**config.mk**
```make
export PLATFORM = sky130hd
export DESIGN_NAME = param_ping_pong_counter_v2_flat
export DESIGN_NICKNAME = d
export VERILOG_FILES = /design/src/rtl/param_ping_pong_counter_v2_if.sv /design/src/rtl/param_ping_pong_counter_v2.sv /design/src/flat_wrapper.sv
export SDC_FILE = /design/constraint.sdc
export NUM_CORES = 1
export LEC_CHECK = 0
export ABC_AREA = 1
export CORE_MARGIN = 2
export CORE_UTILIZATION = 25
export CTS_CLUSTER_DIAMETER = 80
export DETAILED_ROUTE_END_ITERATION = 8
export GPL_TIMING_DRIVEN = 0
export HOLD_SLACK_MARGIN = 0.12
export PLACE_DENSITY_LB_ADDON = 0.25
export SLEW_MARGIN = 20
export SYNTH_ARGS = -nofsm -noshare
export SYNTH_HDL_FRONTEND = slang
export SYNTH_SLANG_ARGS = --single-unit
```
**constraint.sdc**
```tcl
create_clock -name clk -period 3.9 [get_ports clk]
set_input_delay 1.17 -clock clk [delete_from_list [all_inputs] [get_ports clk]]
set_output_delay 1.17 -clock clk [all_outputs]
set_load 0.05 [all_outputs]
```
**src/rtl/param_ping_pong_counter_v2_if.sv**
```systemverilog
// param_ping_pong_counter_v2_if: control, bound and status signals of the ping-pong counter
interface param_ping_pong_counter_v2_if #(parameter int WIDTH = 4);
  logic enable, flip, mode, load, direction, tc;
  logic [WIDTH-1:0] max, min, step, load_val, out;
  modport master(output enable, flip, mode, max, min, step, load, load_val, input direction, out, tc);
  modport slave(input enable, flip, mode, max, min, step, load, load_val, output direction, out, tc);
endinterface

```
**src/rtl/param_ping_pong_counter_v2.sv**
```systemverilog
// param_ping_pong_counter_v2: bounded up/down counter, ping-pong or wrap; tc pulse only when PPC_TC_PULSE_EN is defined
module param_ping_pong_counter_v2 #(parameter int WIDTH = 4) (
  input logic clk,
  input logic rst_n,
  param_ping_pong_counter_v2_if.slave s
);
  logic [WIDTH-1:0] st, up_room, dn_room, cnt_out, out_q;
  logic bad, oor, ed, up_hit, dn_hit, cnt_dir, dir_q;
  // room to each bound is only consulted when out is inside [min,max], so the subtractions never wrap
  always_comb begin
    st = (s.step == '0) ? WIDTH'(1) : s.step;
    bad = s.max <= s.min;
    oor = out_q > s.max || out_q < s.min;
    ed = dir_q ^ s.flip;
    up_room = s.max - out_q;
    dn_room = out_q - s.min;
    up_hit = s.mode ? up_room < st : up_room <= st;
    dn_hit = s.mode ? dn_room < st : dn_room <= st;
    cnt_out = ed ? (up_hit ? (s.mode ? s.min : s.max) : out_q + st)
                 : (dn_hit ? (s.mode ? s.max : s.min) : out_q - st);
    cnt_dir = s.mode ? ed : (ed ? !up_hit : dn_hit);
  end
  always_ff @(posedge clk) begin
    if (!rst_n) begin
      out_q <= s.min;
      dir_q <= 1'b1;
    end else if (s.load) begin
      out_q <= s.load_val;
    end else if (!bad && s.enable) begin
      out_q <= oor ? s.min : cnt_out;
      dir_q <= oor || cnt_dir;
    end
  end
  assign s.out = out_q;
  assign s.direction = dir_q;
`ifdef PPC_TC_PULSE_EN
  logic tc_q;
  always_ff @(posedge clk) tc_q <= rst_n && !s.load && !bad && s.enable && !oor && (ed ? up_hit : dn_hit);
  assign s.tc = tc_q;
`else
  assign s.tc = 1'b0;
`endif
endmodule

```
**src/flat_wrapper.sv**
```systemverilog
// flat-port wrapper written by rule: the top's interface ports become plain ports
module param_ping_pong_counter_v2_flat 
#(parameter int WIDTH = 4)
  (clk, rst_n, s_enable, s_flip, s_mode, s_max, s_min, s_step, s_load, s_load_val, s_direction, s_out, s_tc);
  param_ping_pong_counter_v2_if #(.WIDTH(WIDTH)) s_i ();
  input logic clk;
  input logic rst_n;
  input wire logic [$bits(s_i.enable)-1:0] s_enable;
  input wire logic [$bits(s_i.flip)-1:0] s_flip;
  input wire logic [$bits(s_i.mode)-1:0] s_mode;
  input wire logic [$bits(s_i.max)-1:0] s_max;
  input wire logic [$bits(s_i.min)-1:0] s_min;
  input wire logic [$bits(s_i.step)-1:0] s_step;
  input wire logic [$bits(s_i.load)-1:0] s_load;
  input wire logic [$bits(s_i.load_val)-1:0] s_load_val;
  output wire logic [$bits(s_i.direction)-1:0] s_direction;
  output wire logic [$bits(s_i.out)-1:0] s_out;
  output wire logic [$bits(s_i.tc)-1:0] s_tc;
  assign s_i.enable = s_enable;
  assign s_i.flip = s_flip;
  assign s_i.mode = s_mode;
  assign s_i.max = s_max;
  assign s_i.min = s_min;
  assign s_i.step = s_step;
  assign s_i.load = s_load;
  assign s_i.load_val = s_load_val;
  assign s_direction = s_i.direction;
  assign s_out = s_i.out;
  assign s_tc = s_i.tc;
  param_ping_pong_counter_v2 #(.WIDTH(WIDTH)) u_core (.clk(clk), .rst_n(rst_n), .s(s_i));
endmodule
```
==> reports/qor.txt <==
CTS Sinks: 5
Final HPWL DP: 3.08 mm
Core footprint: 0.00547 sq mm
DR iter-0 viols: 52
PD cells: 314 mW/mm^2
Cell Rows: 27
Worst EP arrival: 3.64 ns
H-tree Lvls: 1
GR Overflow Total: 0
Hold bufs inserted after CTS: 0
Filler cells: 620
DIE AREA: 0.00628 sq mm
Static Leakage: 0.856 nW
Total setup buffers inserted after CTS: 0
Pin count of the biggest net entering global routing: 11
I/O pin cnt: 28
Switching Power: 0.274 mW
Most frequent cells in the layout: 32 x nand2_1, 27 x inv_1, 26 x nand3_1
CTS max path bufs: 2
Seq pwr share: 0.140
Pwr Total: 0.570 mW
GRT Util Overall: 0.120
RSZ-0062 raised after global routing: no
Area after DPL: 0.00176 sq mm
Antenna cells: 0
Fin cells: 299
Fin Clk Skew: 0.0000812 ns
Num CTS Buffers: 3
Sw Ratio: 0.480
Reg-to-reg endpoint: u_core.s.out[1]$_DFFE_PP_
Max VDD drop: 0.160 mV
Die height: 79.3 um
Synth Warn #: 0
Crit end category: register
Initial antenna violation count: 0
Share of cells above drive strength 1: 0.128
Hold Crit Start: u_core.s.direction$_SDFFE_PN1P_
Critical path peak fanout: 6
Via count: 1,315
Clock share of power: 0.165
Design area: 0.00182 sq mm
Cell area after synthesis: 0.00142 sq mm
Hold-critical path depth: 2
Initial Util: 0.259
Mapped Nets: 246
CTS tree: built
Post-route ant nets: 0
Port Buffer Count: 25
Multi-input logic area: 0.00114 sq mm
Final Max Slew Viols: 0
Vias in the first global route: 1,273
Flops & latches, synth: 5
Crit Path Class: in -> reg
Setup-failing EPs final: 0
Remaining DRCs: 0
Drt pass-1 iters: 4
Setup TNS: 0 ns
Via density: 4.40
Final GP Congestion: 0.893
Global-route wire length before repair: 6.07 mm
EDFF count, synth: 4
Logic gate share of total power: 0.695
CP Data Required Time: 3.87 ns
Crit start category: input port
Drt total wl: 3.64 mm
P_int: 0.296 mW
Fmax: 0.272 GHz
Tcrit/Tclk final: 0.941
Reg2Reg Setup Slack: 1.06 ns
Status: finished, final reports clean
Final nets: 276
Worst reg2reg path depth: 15
Register Area: 140 sq um
Synthesis-to-layout area growth: 28.3%
Asr flop ratio synth: 0
Post-synth cell types: 32
R2r startpoint: u_core.s.out[0]$_DFFE_PP_
Clk slew on worst S/H paths: 0.03 ns
Cells after Synth: 198
Sink of the worst hold path: u_core.s.direction$_SDFFE_PN1P_
Clock latency on the worst-skew pair: 0.22 ns
Chip width: 79.3 um
Hold violation count in the final report: 0
Post-synthesis sequential area ratio: 0.0989
Most used DFF post-synth: edfxtp_1
Post-Place Cells: 295
Post-synthesis area per instance: 7.15 sq um
Commonest non-fill, non-tap cell in the layout: nand2_1
Max Cap Violations: 0
CTS Root Cell: clkbuf_8
Wire per inst: 12.2 um
Crit path time final: 3.67 ns
Hold Crit Class: reg -> reg
-- sequential cells by signal, summed over array words and instances (netlist names) --
signal,count
u_core.s.direction,1
u_core.s.out,4
-- critical path, stage by stage --
cell	delay, ns
clkdlybuf4s50_1	0.44
inv_2	0.10
ha_1	0.14
inv_1	0.06
fa_1	0.40
xor2_1	0.18
ha_1	0.28
nand2_1	0.06
nor2_1	0.12
nand4_2	0.18
nand2_4	0.15
nand2_1	0.06
nand3_1	0.07
nand3_1	0.09
nand2_1	0.09
a21oi_2	0.05
-- stage by stage --
stage | hold slack, ns | utilization | setup slack, ns
2_1_floorplan | 0.799 | - | 0.664
3_3_place_gp | 0.590 | 0.321 | -0.176
3_5_place_dp | 0.592 | 0.321 | -0.167
4_1_cts | 0.600 | 0.329 | 0.0510
5_1_grt | 0.666 | 0.332 | 0.0106
6_report | 0.595 | 0.332 | 0.228
-- metal layers --
metal | wire length [um] | track usage | up-vias
li1 | - | - | 721
met5 | 0 | 0 | -
met1 | 1910 | 0.173 | 567
met4 | 0 | 0.0103 | 0
met3 | 98 | 0.0148 | 0
met2 | 1630 | 0.199 | 27
-- synth_stat cells (2+ instances only) --
cell | count | area (sq um)
a21oi_1 | 18 | 90.1
a21oi_2 | 3 | 26.3
edfxtp_1 | 4 | 120
fa_1 | 3 | 60.1
ha_1 | 23 | 288
inv_1 | 28 | 105
inv_2 | 3 | 11.3
nand2_1 | 32 | 120
nand2_2 | 4 | 25.0
nand2_4 | 5 | 56.3
nand3_1 | 26 | 130
nand3b_1 | 3 | 22.5
nand4_2 | 2 | 25.0
nor2_1 | 8 | 30.0
o21ai_0 | 8 | 40.0
o21ai_1 | 4 | 20.0
xnor2_1 | 3 | 26.3
xor2_1 | 7 | 61.3
-- power by group through the flow --
stage	Clock (mW)	Combinational, mW	Sequential, mW
6_report	0.0940	0.396	0.0800
3_5_place_dp	0	0.390	0.0816
4_1_cts	0.0954	0.393	0.0808
5_1_grt	0.100	0.445	0.0824
2_1_floorplan	0	0.272	0.0960
3_3_place_gp	0	0.389	0.0815
-- area by class of cell --
type / instances / area share
Inverter: 32 / 0.0689
Timing Repair Buffer: 25 / 0.139
Sequential cell: 5 / 0.0771
Tap cell: 72 / 0.0496
Multi-Input combinational cell: 158 / 0.625
Clock buffer: 4 / 0.0248
Buffer: 3 / 0.0152
-- logic make-up after synthesis --
logic type | synth area share
fa+ha+maj | 0.246
buf+inv | 0.108
xor+xnor | 0.0813
flops | 0.0989
compound gates | 0.159
mux | 0.00707
other cells | 0.00265
simple gates | 0.298
-- worst max path at each step --
stage | slack [ns] | start | to | cells past startpoint
2_1_floorplan | 0.66 | s_max[0] | u_core.s.out[2]$_DFFE_PP_ | 15
3_3_place_gp | -0.18 | s_min[0] | u_core.s.out[1]$_DFFE_PP_ | 15
3_5_place_dp | -0.17 | s_min[0] | u_core.s.out[0]$_DFFE_PP_ | 15
5_1_grt | 0.01 | s_min[2] | u_core.s.out[0]$_DFFE_PP_ | 16
6_report | 0.23 | s_max[0] | u_core.s.out[1]$_DFFE_PP_ | 16
4_1_cts | 0.05 | s_min[0] | u_core.s.out[0]$_DFFE_PP_ | 15
-- timing repair --
item,4_1_cts,5_1_grt
resized for setup,0,3
endpoints found under the setup margin,0,4
hold endpoints to repair,0,0
Power figures use the tool's default switching activity.
